**src/rtl/pipe_stall_ctrl.sv**
```systemverilog
// Hazard/stall sequencer for the 5-stage pipeline: load-use and MDU-busy stalls,
// flush handling, MULT/DIV countdown FSM and a saturating stall-cycle counter.
module pipe_stall_ctrl #(
  parameter int MULT_CYCLES = 5,
  parameter int DIV_CYCLES  = 10,
  parameter int CNT_W       = 16
) (
  input  logic             clk,
  input  logic             reset,
  input  logic [4:0]       d_rs,
  input  logic [4:0]       d_rt,
  input  logic             d_use_rs,
  input  logic             d_use_rt,
  input  logic             d_is_mdu,
  input  logic             e_mem_read,
  input  logic [4:0]       e_rt,
  input  logic             mdu_start,
  input  logic             mdu_is_div,
  input  logic             flush_req,
  input  logic             stat_clr,
  output logic             pc_en,
  output logic             if_id_en,
  output logic             if_id_clr,
  output logic             id_ex_clr,
  output logic             mdu_busy,
  output logic             mdu_done,
  output logic             mdu_err,
  output logic [CNT_W-1:0] stall_cnt
);

  typedef enum logic {IDLE, BUSY} state_t;

  localparam logic [7:0] MULT_LD = 8'(MULT_CYCLES - 1);
  localparam logic [7:0] DIV_LD  = 8'(DIV_CYCLES - 1);

  state_t           state_q;
  logic [7:0]       cnt_q;
  logic             done_q;
  logic             err_q;
  logic [CNT_W-1:0] stall_cnt_q, stall_cnt_d;
  logic [7:0]       ld_val;
  logic             load_use, mdu_haz, stall;

  assign load_use = e_mem_read && (e_rt != 5'd0) &&
                    ((d_use_rs && (d_rs == e_rt)) || (d_use_rt && (d_rt == e_rt)));
  assign mdu_busy = (state_q == BUSY);
  assign mdu_haz  = d_is_mdu && (mdu_busy || mdu_start);
  assign stall    = load_use || mdu_haz;

  // Reset forces the pipeline front end into a cleared, frozen state.
  assign pc_en     = reset && (flush_req || !stall);
  assign if_id_en  = reset && (flush_req || !stall);
  assign if_id_clr = !reset || flush_req;
  assign id_ex_clr = !reset || flush_req || stall;

  assign ld_val = mdu_is_div ? DIV_LD : MULT_LD;

  always_ff @(posedge clk or negedge reset) begin
    if (!reset) begin
      state_q <= IDLE;
      cnt_q   <= 8'd0;
      done_q  <= 1'b0;
      err_q   <= 1'b0;
    end else begin
      case (state_q)
        IDLE: begin
          if (mdu_start) begin
            state_q <= BUSY;
            cnt_q   <= ld_val;
            done_q  <= (ld_val == 8'd1);
          end else begin
            done_q  <= 1'b0;
          end
        end
        BUSY: begin
          // A second issue while counting is dropped; only the error is recorded.
          if (mdu_start) err_q <= 1'b1;
          cnt_q  <= cnt_q - 8'd1;
          done_q <= (cnt_q == 8'd2);
          if (cnt_q == 8'd1) state_q <= IDLE;
        end
        default: state_q <= IDLE;
      endcase
    end
  end

  assign mdu_done = done_q;
  assign mdu_err  = err_q;

  always_comb begin
    stall_cnt_d = stall_cnt_q;
    if (stat_clr)
      stall_cnt_d = '0;
    else if (stall && !flush_req && (stall_cnt_q != {CNT_W{1'b1}}))
      stall_cnt_d = stall_cnt_q + 1'b1;
  end

  always_ff @(posedge clk or negedge reset) begin
    if (!reset) stall_cnt_q <= '0;
    else        stall_cnt_q <= stall_cnt_d;
  end

  assign stall_cnt = stall_cnt_q;

endmodule
```
**config.mk**
```make
export PLATFORM = sky130hd
export DESIGN_NAME = pipe_stall_ctrl
export DESIGN_NICKNAME = d
export VERILOG_FILES = /design/src/rtl/pipe_stall_ctrl.sv
export SDC_FILE = /design/constraint.sdc
export NUM_CORES = 1
export LEC_CHECK = 0
export CORE_MARGIN = 2
export CORE_UTILIZATION = 30
export DETAILED_ROUTE_END_ITERATION = 12
export GPL_TIMING_DRIVEN = 0
export PLACE_DENSITY = 0.56
export SLEW_MARGIN = 40
export SYNTH_ARGS = -nofsm -noshare
export SYNTH_HDL_FRONTEND = slang
export SYNTH_SLANG_ARGS = --single-unit
export TNS_END_PERCENT = 50
```
**constraint.sdc**
```tcl
create_clock -name clk -period 1.9 [get_ports clk]
set_input_delay 0.38 -clock clk [delete_from_list [all_inputs] [get_ports clk]]
set_output_delay 0.38 -clock clk [all_outputs]
set_load 0.02 [all_outputs]
```
==> summary.txt <==
Timing
  – Period utilization: 1.10
  – Final Worst Setup Slack: -181 ps
  – Slew Viols, Final: 0
  – RSZ-0062 raised after global routing: true
  – Max Fclk: between 400 and 500 MHz
  – Slew HR: 0.598
  – Finish-stage setup viols: 13
  – Clock skew: 5.36 ps
  – Hold Fails Final Rpt: 0
  – Min cycle time layout: 2080 ps
  – Hold_ws: between 60 and 70 ps
  – Least-Margin Pin Slew: 603 ps

GRT
  – Most Used Layer, Global Route: met2
  – Met1 Usage GRT: 0.188
  – Largest net degree at the start of global routing: 21
  – Met2 Use GR: 0.254
  – Grt met3 use: 0.0329
  – First-pass GRT wire length: 7330 um
  – Vias in the first global route: 1559
  – GR Overflow Total: 0
  – All-Layer GR Usage: 0.151
  – Initial antenna violation count: 0

Yosys
  – Post-synth EDFFs: 0
  – Area contributors post-synth: dfrtp_1 42%, xnor2_1 6.0%, o21ai_0 4.4%
  – Dominant cell type by area after synthesis: dfrtp_1
  – FF+latch count, synth: 27
  – Top FF cell, synth: dfrtp_1
  – Seq/Total Area, Yosys: 0.422
  – Syn Area/Cell: 9.06 um2
  – Post-synthesis cell type count: 37
  – Mapped Nets: 206
  – Yosys warnings: 0
  – Cells after Synth: 177
  – Top-area cell type share of the netlist area: 0.422
  – Mapped Area: 0.00160 mm2
  – Post-synth ARST share: 1.00

Setup path
  – Cell chain of the critical path: buf_8 -> or4_4 -> o21ai_4 -> o21a_2 -> buf_4 -> nand3b_1 -> buf_6
  – CP Launch Type: input port
  – CP endpoint kind: output pin
  – Worst setup path class: input port to output pin
  – Largest stage delay on the critical path: ~540 ps
  – Slowest-stage cell, CP: or4_4
  – Worst Path Arrival: 1700 ps
  – Crit path buf inv count: 3
  – Worst R2R Setup Slack: -170 ps
  – Start of the worst register-to-register path: stall_cnt[6]
  – CP top delay family: simple AND/OR/NAND/NOR gates
  – Reg2reg end: stall_cnt[13]
  – CP Depth: 7
  – Worst path required time: about 1500 ps
  – Crit path max fanout: 3
  – R2R depth: 6

Floorplan
  – Initial Utilization: 0.312
  – Ports: 48
  – Die width: 77.1 um
  – Core area: 0.00514 mm2
  – FP Rows: 26
  – Die area: between 0.005 and 0.006 mm2
  – Die Ht: 77.1 um

Clock network
  – CTS Sinks: 27
  – Worst-Skew Late Latency: 270 ps
  – Root Driver: clkbuf_8
  – CTS buffer count: 3
  – Max H-tree Level: 1
  – Clk slew on worst S/H paths: 90 ps
  – CTS tree: done
  – Clock Path Buffers: 2

Routing
  – Routed WL: 4560 um
  – Vias: roughly 1600
  – Residual DRC count: 0
  – Initial DRT Pass Iterations: 4
  – Post-route ant nets: 0
  – DR iter-0 viols: 45
  – Routed WL per cell: 14.3 um
  – Avg Vias per Cell: 4.98

Placed design
  – Gpl congestion: roughly 0.73
  – IO buf count: 44
  – HPWL after DPL: 3100 um
  – Worst slack, placed: -1360 ps
  – DP Area: approximately 0.0022 mm2

Layout
  – Layout cells sized above 1: 0.390
  – Final instance area: 0.00264 mm2
  – Area growth, synth to finish: 64.9%
  – Antenna diode count: 0
  – Final core occ: 0.514
  – Nets: 279
  – Fillers: 497

Worst hold path
  – Hold WC Path Type: input port to asynchronous set/reset pin

Job
  – Number of max-cap violations: 0

Run status
  – Violations in the final reports: setup timing
  – Status: complete, but fails checks

Power and ir drop
  – Internal power contribution: 0.00108 W
  – Net switching power: 0.000522 W
  – PwrDens: 608 mW/mm2
  – Clock network fraction of design power: 0.200
  – LEAKAGE: ~1.1 nW
  – Max rail drop VDD: 0.000528 V
  – Comb pwr share: 0.321
  – Reg power frac: 0.479
  – Switching share of total power: 0.325
-- how the worst max path moves through the flow --
| stage | from | endpoint |
|---|---|---|
| 2_1_floorplan | stall_cnt[2] | stall_cnt[13] |
| 3_3_place_gp | e_rt[1] | pc_en |
| 3_5_place_dp | e_rt[1] | pc_en |
| 4_1_cts | d_rt[3] | pc_en |
| 5_1_grt | d_rs[2] | pc_en |
| 6_report | e_rt[4] | id_ex_clr |
-- power by group through the flow --
stage | Sequential [W] | Combinational, W | Clock [W]
after floorplan | 0.000766 | 0.000304 | 0
after global placement | 0.000781 | 0.000444 | 0
after detailed placement | 0.000780 | 0.000459 | 0
after CTS | 0.000771 | 0.000491 | 0.000344
after global routing | 0.000791 | 0.000584 | 0.000358
final | 0.000770 | 0.000516 | 0.000322
-- cells in the final DEF, fill, tap and decap left out, types with 3 or more instances in the layout --
| master | count |
|---|---|
| dfrtp_1 | 22 |
| clkdlybuf4s50_1 | 21 |
| buf_4 | 20 |
| buf_6 | 14 |
| nor2_1 | 13 |
| nand2_1 | 12 |
| o21ai_0 | 11 |
| buf_2 | 8 |
| nand3_1 | 8 |
| xnor2_2 | 6 |
| nand2b_1 | 6 |
| a21oi_2 | 6 |
| inv_1 | 5 |
| xnor2_1 | 5 |
| or4_1 | 5 |
| a21oi_1 | 5 |
| dfrtp_2 | 5 |
| or4_4 | 4 |
| or3_4 | 4 |
| o31ai_1 | 4 |
| xor2_1 | 4 |
| nand4_1 | 3 |
| clkbuf_1 | 3 |
| ha_1 | 3 |
| clkbuf_8 | 3 |
| dlygate4sd2_1 | 3 |
-- cells in the mapped netlist, drive strengths merged, types with 6 or more instances --
cell type	count
dfrtp	27
nand2	15
nor2	14
o21ai	14
a21oi	11
nand3	11
xnor2	11
or4	9
nand2b	6
o31ai	6
or3	6
-- stage by stage --
stage | instances | TNS (ps) | power, W
2_1_floorplan | 177 | -870 | 0.00107
3_3_place_gp | 291 | -20310 | 0.00123
3_5_place_dp | 292 | -14890 | 0.00124
4_1_cts | 313 | -879 | 0.00161
5_1_grt | 319 | -2030 | 0.00173
6_report | 319 | -1030 | 0.00161
-- final cells by class --
cell class                      instances  area [um2]  share of cell area
Multi-Input combinational cell        138        1110               0.419
Sequential cell                        27         682               0.258
Timing Repair Buffer                   68         648               0.245
Tap cell                               70        87.6              0.0331
Buffer                                  7        53.8              0.0204
Clock buffer                            4        45.0              0.0170
Inverter                                5        18.8             0.00710
-- repair_timing --
action / in CTS / in global routing
pin swaps: 31 / 17
setup buffers: 16 / 5
hold buffers: 1 / 0
resized for setup: 121 / 18
cloned: 0 / 1
setup endpoints to repair: 19 / 18
hold endpoints to repair: 10 / 0
-- layer usage --
| metal | part of all wire | vias up |
|---|---|---|
| met4 | 0.013 | 0 |
| met3 | 0.048 | 6 |
| met2 | 0.51 | 48 |
| met5 | 0 | - |
| met1 | 0.42 | 751 |
| li1 | - | 785 |
-- sequential cells by signal (all words and copies together), names as in the netlist --
name and count:
cnt_q 8, mdu_err 1, mdu_busy 1, mdu_done 1
stall_cnt 16
-- logic make-up after synthesis --
| logic type | synth area share |
|---|---|
| fa+ha+maj | 0.0312 |
| xor+xnor | 0.0820 |
| flops | 0.422 |
| mux | 0.0265 |
| compound gates | 0.157 |
| buf+inv | 0.0367 |
| simple gates | 0.245 |
-- worst reg2reg max path: cells and delay by family (launching register included) --
family | cells | cell delay (ps)
AOI/OAI and AO/OA | 2 | 270
and+or+nand+nor | 4 | 1330
DFF | 1 | 380
Power figures use the tool's default switching activity.
